**src/rtl/systolic_pkg.sv**
```systemverilog
// Shared types and helpers for the systolic array front end.
// Provides the feeder FSM encoding and the width helpers its counters use.
package systolic_pkg;

    typedef enum logic {
        FEED  = 1'b0,
        DRAIN = 1'b1
    } feed_state_e;

    function automatic int unsigned max_int(input int unsigned x, input int unsigned y);
        return (x > y) ? x : y;
    endfunction

    // Bits needed to count 0..n-1, never less than one.
    function automatic int unsigned cnt_width(input int unsigned n);
        return (n > 1) ? $clog2(n) : 1;
    endfunction

endpackage

```
**src/rtl/systolic_skew_feeder_if.sv**
```systemverilog
// Slice handshake in, skewed west/north edge data out.
// The master drives slices; the slave is the feeder.
interface systolic_skew_feeder_if #(
    parameter int unsigned width_p        = 8,
    parameter int unsigned array_width_p  = 2,
    parameter int unsigned array_height_p = 2
);
    logic                                valid_i;
    logic                                ready_o;
    logic [array_height_p*width_p-1:0]   a_i;
    logic [array_width_p*width_p-1:0]    b_i;
    logic [array_height_p*width_p-1:0]   row_data_o;
    logic [array_height_p-1:0]           row_valid_o;
    logic [array_width_p*width_p-1:0]    col_data_o;
    logic [array_width_p-1:0]            col_valid_o;
    logic                                done_o;

    modport master (
        output valid_i, a_i, b_i,
        input  ready_o, row_data_o, row_valid_o, col_data_o, col_valid_o, done_o
    );

    modport slave (
        input  valid_i, a_i, b_i,
        output ready_o, row_data_o, row_valid_o, col_data_o, col_valid_o, done_o
    );

endinterface

```
**src/rtl/skew_delay_line.sv**
```systemverilog
// One feeder lane: a delay_p-deep register chain for data and valid.
// Everything advances only on enable; reset and clear zero the whole chain.
module skew_delay_line #(
    parameter int unsigned width_p = 8,
    parameter int unsigned delay_p = 1
) (
    input  logic               clk_i,
    input  logic               reset_i,
    input  logic               en_i,
    input  logic               clear_i,
    input  logic               valid_i,
    input  logic [width_p-1:0] data_i,
    output logic               valid_o,
    output logic [width_p-1:0] data_o
);

    logic [delay_p-1:0]              valid_q;
    logic [delay_p-1:0][width_p-1:0] data_q;

    always_ff @(posedge clk_i) begin
        if (reset_i || clear_i) begin
            valid_q <= '0;
            data_q  <= '0;
        end else if (en_i) begin
            valid_q[0] <= valid_i;
            data_q[0]  <= data_i;
            for (int unsigned s = 1; s < delay_p; s++) begin
                valid_q[s] <= valid_q[s-1];
                data_q[s]  <= data_q[s-1];
            end
        end
    end

    assign valid_o = valid_q[delay_p-1];
    assign data_o  = data_q[delay_p-1];

endmodule

```
**src/rtl/systolic_skew_feeder.sv**
```systemverilog
// Diagonal-skew input stage for the systolic array: lane i lags by i cycles.
// Counts depth_p slices per product, then drains the skew before taking more.
module systolic_skew_feeder
    import systolic_pkg::*;
#(
    parameter int unsigned width_p        = 8,
    parameter int unsigned array_width_p  = 2,
    parameter int unsigned array_height_p = 2,
    parameter int unsigned depth_p        = 2
) (
    input  logic                   clk_i,
    input  logic                   reset_i,
    input  logic                   en_i,
    input  logic                   flush_i,
    systolic_skew_feeder_if.slave  bus
);

    localparam int unsigned lanes_c     = max_int(array_height_p, array_width_p);
    localparam int unsigned last_lane_c = lanes_c - 1;
    localparam int unsigned k_w         = cnt_width(depth_p);
    localparam int unsigned d_w         = cnt_width(lanes_c);

    feed_state_e    state_q, state_d;
    logic [k_w-1:0] k_cnt_q, k_cnt_d;
    logic [d_w-1:0] drain_cnt_q, drain_cnt_d;
    logic           ready;
    logic           done;
    logic           accept;

    logic [array_height_p-1:0]         row_valid;
    logic [array_height_p*width_p-1:0] row_data;
    logic [array_width_p-1:0]          col_valid;
    logic [array_width_p*width_p-1:0]  col_data;

    always_ff @(posedge clk_i) begin
        if (reset_i || flush_i) begin
            state_q     <= FEED;
            k_cnt_q     <= '0;
            drain_cnt_q <= '0;
        end else begin
            state_q     <= state_d;
            k_cnt_q     <= k_cnt_d;
            drain_cnt_q <= drain_cnt_d;
        end
    end

    // Enable gating lives here, so a low en_i leaves every _d equal to its _q.
    always_comb begin
        state_d     = state_q;
        k_cnt_d     = k_cnt_q;
        drain_cnt_d = drain_cnt_q;
        ready       = 1'b0;
        done        = 1'b0;
        unique case (state_q)
            FEED: begin
                ready = en_i & ~flush_i & ~reset_i;
                if (ready && bus.valid_i) begin
                    if (k_cnt_q == k_w'(depth_p - 1)) begin
                        k_cnt_d     = '0;
                        drain_cnt_d = d_w'(last_lane_c);
                        state_d     = DRAIN;
                    end else begin
                        k_cnt_d = k_cnt_q + k_w'(1);
                    end
                end
            end
            DRAIN: begin
                done = en_i & ~reset_i & (drain_cnt_q == '0);
                if (en_i) begin
                    if (drain_cnt_q == '0) begin
                        state_d = FEED;
                    end else begin
                        drain_cnt_d = drain_cnt_q - d_w'(1);
                    end
                end
            end
            default: state_d = FEED;
        endcase
    end

    assign accept = ready & bus.valid_i;

    genvar r;
    generate
        for (r = 0; r < array_height_p; r++) begin : g_row
            skew_delay_line #(
                .width_p (width_p),
                .delay_p (r + 1)
            ) u_line (
                .clk_i   (clk_i),
                .reset_i (reset_i),
                .en_i    (en_i),
                .clear_i (flush_i),
                .valid_i (accept),
                .data_i  (bus.a_i[r*width_p +: width_p]),
                .valid_o (row_valid[r]),
                .data_o  (row_data[r*width_p +: width_p])
            );
        end
    endgenerate

    genvar c;
    generate
        for (c = 0; c < array_width_p; c++) begin : g_col
            skew_delay_line #(
                .width_p (width_p),
                .delay_p (c + 1)
            ) u_line (
                .clk_i   (clk_i),
                .reset_i (reset_i),
                .en_i    (en_i),
                .clear_i (flush_i),
                .valid_i (accept),
                .data_i  (bus.b_i[c*width_p +: width_p]),
                .valid_o (col_valid[c]),
                .data_o  (col_data[c*width_p +: width_p])
            );
        end
    endgenerate

    assign bus.ready_o     = ready;
    assign bus.done_o      = done;
    assign bus.row_valid_o = row_valid;
    assign bus.row_data_o  = row_data;
    assign bus.col_valid_o = col_valid;
    assign bus.col_data_o  = col_data;

endmodule

```
**src/flat_wrapper.sv**
```systemverilog
// flat-port wrapper written by rule: the top's interface ports become plain ports
module systolic_skew_feeder_flat import systolic_pkg::*;
#(
    parameter int unsigned width_p        = 8,
    parameter int unsigned array_width_p  = 2,
    parameter int unsigned array_height_p = 2,
    parameter int unsigned depth_p        = 2
)
  (clk_i, reset_i, en_i, flush_i, bus_valid_i, bus_a_i, bus_b_i, bus_ready_o, bus_row_data_o, bus_row_valid_o, bus_col_data_o, bus_col_valid_o, bus_done_o);
  systolic_skew_feeder_if #(.width_p(width_p), .array_width_p(array_width_p), .array_height_p(array_height_p)) bus_i ();
  input  logic clk_i;
  input  logic reset_i;
  input  logic en_i;
  input  logic flush_i;
  input wire logic [$bits(bus_i.valid_i)-1:0] bus_valid_i;
  input wire logic [$bits(bus_i.a_i)-1:0] bus_a_i;
  input wire logic [$bits(bus_i.b_i)-1:0] bus_b_i;
  output wire logic [$bits(bus_i.ready_o)-1:0] bus_ready_o;
  output wire logic [$bits(bus_i.row_data_o)-1:0] bus_row_data_o;
  output wire logic [$bits(bus_i.row_valid_o)-1:0] bus_row_valid_o;
  output wire logic [$bits(bus_i.col_data_o)-1:0] bus_col_data_o;
  output wire logic [$bits(bus_i.col_valid_o)-1:0] bus_col_valid_o;
  output wire logic [$bits(bus_i.done_o)-1:0] bus_done_o;
  assign bus_i.valid_i = bus_valid_i;
  assign bus_i.a_i = bus_a_i;
  assign bus_i.b_i = bus_b_i;
  assign bus_ready_o = bus_i.ready_o;
  assign bus_row_data_o = bus_i.row_data_o;
  assign bus_row_valid_o = bus_i.row_valid_o;
  assign bus_col_data_o = bus_i.col_data_o;
  assign bus_col_valid_o = bus_i.col_valid_o;
  assign bus_done_o = bus_i.done_o;
  systolic_skew_feeder #(.width_p(width_p), .array_width_p(array_width_p), .array_height_p(array_height_p), .depth_p(depth_p)) u_core (.clk_i(clk_i), .reset_i(reset_i), .en_i(en_i), .flush_i(flush_i), .bus(bus_i));
endmodule
```
**config.mk**
```make
export PLATFORM = sky130hd
export DESIGN_NAME = systolic_skew_feeder_flat
export DESIGN_NICKNAME = d
export VERILOG_FILES = /design/src/rtl/systolic_pkg.sv /design/src/rtl/systolic_skew_feeder_if.sv /design/src/rtl/skew_delay_line.sv /design/src/rtl/systolic_skew_feeder.sv /design/src/flat_wrapper.sv
export SDC_FILE = /design/constraint.sdc
export NUM_CORES = 1
export LEC_CHECK = 0
export CORE_ASPECT_RATIO = 2
export CORE_MARGIN = 3
export CORE_UTILIZATION = 35
export CTS_BUF_LIST = sky130_fd_sc_hd__clkbuf_4
export DETAILED_ROUTE_END_ITERATION = 6
export SLEW_MARGIN = 10
export SYNTH_ARGS = -nofsm -noshare
export SYNTH_HDL_FRONTEND = slang
export SYNTH_SLANG_ARGS = --single-unit
```
**constraint.sdc**
```tcl
create_clock -name clk_i -period 1.09 [get_ports clk_i]
set_input_delay 0.1635 -clock clk_i [delete_from_list [all_inputs] [get_ports clk_i]]
set_output_delay 0.1635 -clock clk_i [all_outputs]
set_load 0.02 [all_outputs]
```
==> results.md, run 1 <==
* Status: complete, but fails checks
* Failing checks: negative setup slack
* Main area contributors after synthesis: dfxtp_1 50%, mux2i_1 23%, nor2_1 8.9%
* VDD IR-drop max at 0.730 mV
* Final Slew Violations at 0
* CP Capture Type: output port
* WP data arrival at 1050 ps
* Most frequent cell after synthesis: dfxtp_1
* Critical Path, Cell by Cell: buf_6 > nor3_2 > buf_4
* Max-Cap Viols at 0
* Worst slew pin tran at 526 ps
* Max Fclk at 825 MHz
* Nature of the critical path startpoint: register
* Min-Delay Startpoint: en_i
* Worst slew margin at 64.9%
* Yosys warns at 0
* Placer Congestion at 0.688
* CP Max Fanout at 2
* Period minus WS final at 1210 ps
* Fin util at 47.0%
* Max stage delay on crit path at 350 ps
* RSZ-0062 raised after global routing: yes
* CP top delay family: flip-flops
* Clock transition at path regs at 130 ps
* Row count at 39
* Async set-reset flop share out of synthesis at 0%
* Final setup viols at 3
* Ys flop type: dfxtp_1
* # IOs at 75
* Post-synth top cells: 53 x dfxtp_1, 50 x nor2_1, 49 x mux2i_1
* Vias/cell at 4.60
* Area Overhead vs Synth at 28.6%
* Die area at 7030 sq um
* Critical path's slowest cell: dfxtp_2
* Area of the mapped netlist at 2100 sq um
* Total routing usage reported by global routing at 12.4%
* Layout cells sized above 1 at 29.5%
* P per Cell Area at 1210 nW/um^2
* DR pass1 iterations at 4
* Die Wd at 60.8 microns
* Critical path startpoint: u_core.state_q
* Worst-Skew Late Latency at 350 ps
* Design Power at 0.00326 W
* Post-Syn Instances at 198
* Final hold violations at 0
* Buffers on Ports at 74
* Clk sinks at 53
* Final period util at 111%
* Syn Area/Cell at 10.6 sq um
* CTS tree: built
* Largest net degree at the start of global routing at 54
* H-tree levels at 2
* Sequential area share after synthesis at 50.5%
* Reg power frac at 61.5%
* Netlist cell types at 16
* Initial antenna violation count at 0
* Final net count at 295
* Net Count, Synth at 235
* Final Cell Area at 2700 sq um
* Switch Pwr at 0.000770 W
* R2r startpoint: u_core.state_q
* Clock Tree Buf Depth at 2
* Vias in the first global route at 1,447
* Worst path buffer plus inverter count at 2
* Critical Path RT at 930 ps
* Core area at 5760 sq um
* Post-Route WL at 4060 microns
* Placed inst area at 2720 sq um
* Detailed placer's ending HPWL at 2890 microns
* Setup TNS at -237 ps
* Synth area leader: dfxtp_1
* Pleak at 1.24 nW
* Sw frac at 23.6%
* Setup ws final at -122 ps
* Post-DRT Antenna Nets at 0
* Root Driver: clkbuf_4
* Min-Delay Path Class: input pin to register
* FF+latch count, synth at 53
* Clk_skew at 8.69 ps
* Critical path class: register to output port
* Num CTS Buffers at 5
* Die Ht at 116 microns
* Grt total ovfl at 0
* ANT cells at 0
* Iter 0 DRT Violations at 38
* Number of flops mapped to enable cells by yosys at 0
* Initial core utilization at 36.5%
* DRC at 0
* Clock group share of total power at 25.5%
* R2R setup slack at -10 ps
* P_int at 0.00249 W
* Gate power share at 13.0%
* Average wire per standard cell at 12.7 microns
* Via count at 1,468
* First-pass GRT wire length at 6600 microns
* Yosys top cell area share at 50.5%
* Hold_buf cts at 0
logic make-up (layout without fill, tap and decap cells):
| family | count (synthesis) | after routing | share of synthesized area [%] |
|---|---|---|---|
| muxes | 49 | 49 | 23.3 |
| DFF | 53 | 53 | 50.5 |
| and+or+nand+nor | 58 | 58 | 11.2 |
| buffers and inverters | 33 | 93 | 13.6 |
| xor gates and xnor gates | 1 | 1 | 0.417 |
| AOI/OAI and AO/OA | 4 | 4 | 1.01 |
state kept, by name (all words and copies together), names as in the netlist:
name	flops
u_core.k_cnt_q	1
u_core.g_row.u_line.data_o	16
u_core.g_col.u_line.data_q	8
u_core.g_row.u_line.valid_q	2
u_core.state_q	1
u_core.g_col.u_line.data_o	16
u_core.g_row.u_line.data_q	8
u_core.drain_cnt_q	1
layout by cell type (no fill, tap or decap), types with 2 or more instances in the layout:
cell type and n:
clkbuf_4 6, nor2_1 50, dlygate4sd2_1 2, buf_4 33, buf_6 3, mux2i_1 49
clkdlybuf4s50_1 33, nor3_2 2, buf_2 13, dfxtp_2 13, dfxtp_1 39
timing repair:
action                     CTS  global route
gates resized for setup    164            39
buffers inserted             0             2
setup endpoints to repair   44            28
hold endpoints to repair     0             0
pin swaps                    4             2
gates cloned                 0             0
through the flow:
stage | hold WS [ps] | instances | setup WS, ps
global placement | 473 | 310 | -684
detailed placement | 483 | 310 | -691
CTS | 185 | 317 | -165
global route | 198 | 319 | -195
finish | 193 | 319 | -122
floorplan | 311 | 198 | 44.3
per-layer routing:
metal / up-vias / part of all wire, % / track usage, %
met2: 36 / 56 / 21.4
met5: - / 0 / 0
met3: 5 / 5.5 / 3.01
li1: 745 / - / -
met1: 682 / 36 / 13.8
met4: 0 / 1.9 / 5.21
layout make-up:
type | instances | area [sq um]
Clock buffer | 6 | 45.0
Clock inverter | 1 | 8.76
Fill cell | 583 | 3050
Inverter | 1 | 3.75
Multi-Input combinational cell | 112 | 774
Sequential cell | 53 | 1080
Tap cell | 61 | 76.3
Timing Repair Buffer | 85 | 714
final timing paths:
kind         cells after the start                               end
max                              3                       bus_ready_o
min                              3                u_core.drain_cnt_q
max reg2reg                      5                    u_core.k_cnt_q
min reg2reg                      2  u_core.g_row[0].u_line.data_o[4]
worst reg2reg max path, cell delays in order, from the launching register on:
cell and delay, ps:
dfxtp_2 350, buf_6 110, buf_4 120, nand3b_1 180
xor2_1 180, nor2_1 50
power groups by stage:
stage / logic, W / registers [W] / clock network (W)
floorplan: 0.000240 / 0.00207 / 0
global placement: 0.000443 / 0.00205 / 0
detailed placement: 0.000446 / 0.00205 / 0
CTS: 0.000421 / 0.00201 / 0.000892
global route: 0.000466 / 0.00201 / 0.000960
finish: 0.000425 / 0.00201 / 0.000834
(Power assumes the default switching activity.)
==> inputs of run 2 (changes only) <==
clock period = 1.3 ns   (was 1.09 ns; I/O delays follow)
==> run 2 against run 1 <==
Against the previous run:
- the flow now finishes without violations
- sequential power decreased by 16%
- cell count down 0.94%
- critical endpoint is now bus_done_o
- clock power is 7.9% higher
- critical path depth unchanged
- via count is 0.61% lower
- critical path type unchanged
==> results.md, run 2 (synthesis gave the netlist of run 1 again) <==
* Status: complete, no violations
* Hold_buf cts at 0
* Die Ht at 116 microns
* Placed insts at 308
* Max-Cap Viols at 0
* Largest net degree at the start of global routing at 54
* Reg2reg end: u_core.k_cnt_q
* RSZ-0062 raised after global routing: yes
* Critical path's slowest cell: dfxtp_4
* CP Max Fanout at 3
* Critical Path, Cell by Cell: nand2_4 > nor3_4 > buf_6
* Final setup viols at 0
* Critical Path RT at 1110 ps
* Clk sinks at 53
* WP data arrival at 1060 ps
* Final period util at 96.5%
* R2R setup slack at 260 ps
* VDD IR-drop max at 0.956 mV
* CTS tree: built
* Nature of the critical path startpoint: register
* Worst reg2reg path depth at 4
* # IOs at 75
* Buffers on Ports at 74
* Final hold violations at 0
* Clk_skew at 3.43 ps
* R2r startpoint: u_core.state_q
* Fill cells at 593
* Min-Delay Path Class: input pin to register
* Iter 0 DRT Violations at 55
* P per Cell Area at 1060 nW/um^2
* DR pass1 iterations at 2
* Placer Congestion at 0.633
* Core area at 5760 sq um
* Num CTS Buffers at 5
* Via count at 1,459
* Root Driver: clkbuf_4
* Post-Route WL at 4090 microns
* Pleak at 1.28 nW
* Clock transition at path regs at 130 ps
* Average wire per standard cell at 12.9 microns
* Clock Tree Buf Depth at 2
* Layout cells sized above 1 at 9.80%
* Initial antenna violation count at 0
* Final Slew Violations at 0
* Worst slew pin tran at 546 ps
* Worst-Skew Late Latency at 350 ps
* Commonest non-fill, non-tap cell in the layout: dfxtp_1
* Worst path buffer plus inverter count at 1
* Initial core utilization at 36.5%
* Hold path cells at 3
* DRC at 0
* Layout Cells excl Fill at 316
* CP top delay family: flip-flops
* Area Overhead vs Synth at 32.4%
* Worst slew margin at 63.6%
* Max Fclk at 797 MHz
* Critical path class: register to output port
* Worst Hold End: u_core.drain_cnt_q
* Total routing usage reported by global routing at 12.1%
* Vias in the first global route at 1,474
* Die Wd at 60.8 microns
* Final net count at 291
* H-tree levels at 2
* Grt total ovfl at 0
* Die area at 7030 sq um
* Detailed placer's ending HPWL at 2800 microns
* Post-DRT Antenna Nets at 0
* Commonest cells after routing, fill and taps aside: 52 x dfxtp_1, 50 x nor2_1, 49 x mux2i_1, 33 x clkdlybuf4s50_1, 18 x dlygate4sd2_1
* Fin util at 48.3%
* Setup ws final at 45.4 ps
* Row count at 39
* Dpl ws at -603 ps
* First-pass GRT wire length at 6490 microns
* CP Capture Type: output port
* Period minus WS final at 1250 ps
* Min-Delay Startpoint: en_i
* Max stage delay on crit path at 410 ps
* ANT cells at 0
* Vias/cell at 4.62
run 2: worst max-delay path by stage:
stage                               from          end  slack (ps)  cells after the start
after floorplan                  reset_i  bus_ready_o          90                      3
after global placement           reset_i  bus_ready_o        -580                      4
after detailed placement         reset_i  bus_ready_o        -600                      4
after CTS                        reset_i  bus_ready_o        -110                      4
after global routing      u_core.state_q   bus_done_o         -20                      3
final                     u_core.state_q   bus_done_o          50                      3
run 2: worst register-to-register path, delay by kind of cell, from the launching register on:
kind | cells | cell delay (ps)
buffers and inverters | 1 | 140
flip-flops | 1 | 390
AND/OR/NAND/NOR | 2 | 240
XOR/XNOR | 1 | 160
run 2: area by class of cell:
type,instances,area [sq um],area share [%]
clock buffer,6,45.0,1.62
clock inverter,2,33.8,1.21
inverter,1,3.75,0.135
multi-input combinational,112,788,28.3
sequential,53,1060,38.3
tap,61,76.3,2.74
timing repair buffer,81,771,27.7
run 2: report_power, final:
part           switching [W]  leakage (nW)  internal, W
sequential         0.0000189         0.431      0.00166
combinational       0.000159         0.807     0.000200
clock               0.000478        0.0433     0.000422
run 2: stage by stage:
step	hold WS, ps	power, W	setup TNS [ps]	area [sq um]
after detailed placement	483	0.00209	-12360	2700
after global routing	201	0.00308	-24.9	2780
after global placement	472	0.00209	-11300	2700
after CTS	160	0.00301	-168	2730
after floorplan	342	0.00194	0	2100
final	199	0.00294	0	2780
run 2: what timing repair did:
| item | in CTS | in global routing |
|---|---|---|
| resized for setup | 52 | 30 |
| setup endpoints to repair | 38 | 19 |
| setup buffers | 0 | 0 |
| hold endpoints to repair | 0 | 0 |
| pin swaps | 0 | 2 |
| gates cloned | 0 | 0 |
run 2: layer usage:
| layer | global-route usage, % | vias to the layer above | wire length [microns] |
|---|---|---|---|
| met5 | 0 | - | 0 |
| li1 | - | 737 | - |
| met1 | 11.9 | 670 | 1500 |
| met2 | 23.2 | 45 | 2260 |
| met3 | 2.45 | 7 | 223 |
| met4 | 4.78 | 0 | 101 |
==> inputs of run 3 (changes only) <==
CAP_MARGIN = 20   (was unset)
==> results of run 3 <==
The final DEF is identical to that of run 2; final timing and power are the same.
==> RTL change (flow settings as in run 2) <==
`array_height_p` is set to 2 in 3 places; all go to 1.
--- a/src/rtl/systolic_skew_feeder_if.sv
+++ b/src/rtl/systolic_skew_feeder_if.sv
@@ -3,7 +3,7 @@
 interface systolic_skew_feeder_if #(
     parameter int unsigned width_p        = 8,
     parameter int unsigned array_width_p  = 2,
-    parameter int unsigned array_height_p = 2
+    parameter int unsigned array_height_p = 1
 );
     logic                                valid_i;
     logic                                ready_o;
--- a/src/rtl/systolic_skew_feeder.sv
+++ b/src/rtl/systolic_skew_feeder.sv
@@ -5,7 +5,7 @@
 #(
     parameter int unsigned width_p        = 8,
     parameter int unsigned array_width_p  = 2,
-    parameter int unsigned array_height_p = 2,
+    parameter int unsigned array_height_p = 1,
     parameter int unsigned depth_p        = 2
 ) (
     input  logic                   clk_i,
--- a/src/flat_wrapper.sv
+++ b/src/flat_wrapper.sv
@@ -3,7 +3,7 @@
 #(
     parameter int unsigned width_p        = 8,
     parameter int unsigned array_width_p  = 2,
-    parameter int unsigned array_height_p = 2,
+    parameter int unsigned array_height_p = 1,
     parameter int unsigned depth_p        = 2
 )
   (clk_i, reset_i, en_i, flush_i, bus_valid_i, bus_a_i, bus_b_i, bus_ready_o, bus_row_data_o, bus_row_valid_o, bus_col_data_o, bus_col_valid_o, bus_done_o);
Interface: changed (resized bus_a_i, bus_row_data_o and bus_row_valid_o); port bits go from 75 to 58. The function was not compared with the original's and may differ.
==> RTL change against run 2 <==
Synthesized area is 32% lower. Clock skew grew 0.0068 ns. Cell count is 24% lower. Fmax decreased by 0.95%. Global-route usage increased by 1.2 points. Sequential cell count decreased by 16. Worst setup slack worse by 0.012 ns. Clock power down 35%. Total power shrank 31%. Design area is 28% lower. Wire length fell by 25%. Critical endpoint is now bus_col_valid_o[0]. Largest power group unchanged.
==> RTL change: results (changes against run 2) <==
setup_path:
  critPathLaunch: "u_core.g_col[1].u_line.valid_q[0]$_SDFFE_PP0P_"
  worstSetupEndpoint: "bus_col_valid_o[0]"
  worst-path-max-fanout: 4  # +1
  worst-r2r-setup-slack_ns: 0.31  # +0.05 ns
finish:
  final_cells: 240  # -24%
  seqCellArea_um2: 742.0  # -30%
  final_util: 0.5086  # +0.02534
  buffer_area_frac: 0.2897  # +0.01268
  drive_gt1_frac: 0.1217  # +0.02365
  multi_input_area_share: 0.2771  # -0.006157
  multiInputCombCellCount: 80  # -29%
  nNonClkBuffers: 63  # -22%
  final.fill_count: 407  # -31%
synth:
  ys_seq_elements: 37  # -30%
  netlist_instances: 136  # -31%
  synth_common_cells: "dfxtp_1, nor2_1, mux2i_1"
placement:
  port_buffers: 57  # -23%
  dp_slack_ns: -0.5273  # +0.07535 ns
  placed_cell_area_mm2: 0.001959  # -27%
route:
  vias_per_cell: 4.521  # -2.1%
  drtIter0Drc: 4  # -93%
  drt_first_pass_iters: 3  # +1
  wl_met3_um: 203  # -9.0%
  met2_length_um: 1679  # -26%
sta:
  tightestPinTransition_ns: 0.4553  # -0.09099 ns
  max_freq_mhz: 789.5  # -0.95%
  worst_clock_skew_ns: 0.01024  # +0.006807 ns
  fin_hold_ws_ns: 0.2317  # +0.03251 ns
grt:
  grt_usage: 0.1325  # +0.01169
  use_met2: 0.2478  # +0.01625
  grt_pass1_vias: 1176  # -20%
  grt_pass1_wl_um: 4919  # -24%
  grt.met1_usage: 0.1267  # +0.007881
power_and_ir_drop:
  peakVddDrop_v: 0.0009012  # -5.7%
run_status:
  outcome: "complete, no violations"
cts:
  clk_pin_slew_ns: 0.11  # -0.02 ns
  clk-insertion-delay-late_ns: 0.33  # -0.02 ns
## RTL change: changes by cell type after synthesis, moves of 5 or more
cell / run 2 / this run
nor2_1: 50 / 34
mux2i_1: 49 / 33
buf_6: 11 / 6
dfxtp_1: 53 / 37
buf_4: 21 / 10
## RTL change: what timing repair did
action,CTS,global route
gates resized for setup,38,8
pin swaps,0,2
setup buffers,0,0
endpoints found under the setup margin,29,5
## RTL change: logic make-up after synthesis
| family | count (synthesis) |
|---|---|
| flip-flops | 37 |
| XOR/XNOR | 1 |
| buffers and inverters | 19 |
| AO/OA/AOI/OAI | 4 |
| multiplexers | 33 |
| AND/OR/NAND/NOR | 42 |
## RTL change: worst register-to-register path, stage by stage, from the launching register on
cell and delay, ns:
dfxtp_2 0.35, buf_4 0.14, nand3b_1 0.18, xor2_1 0.16
nor2_1 0.06
## RTL change: where the power goes
part,internal (W),switching (W)
Clock,0.000227,0.000356
Combinational,0.000148,0.000120
Sequential,0.00116,0.0000149
Total,0.00154,0.000491
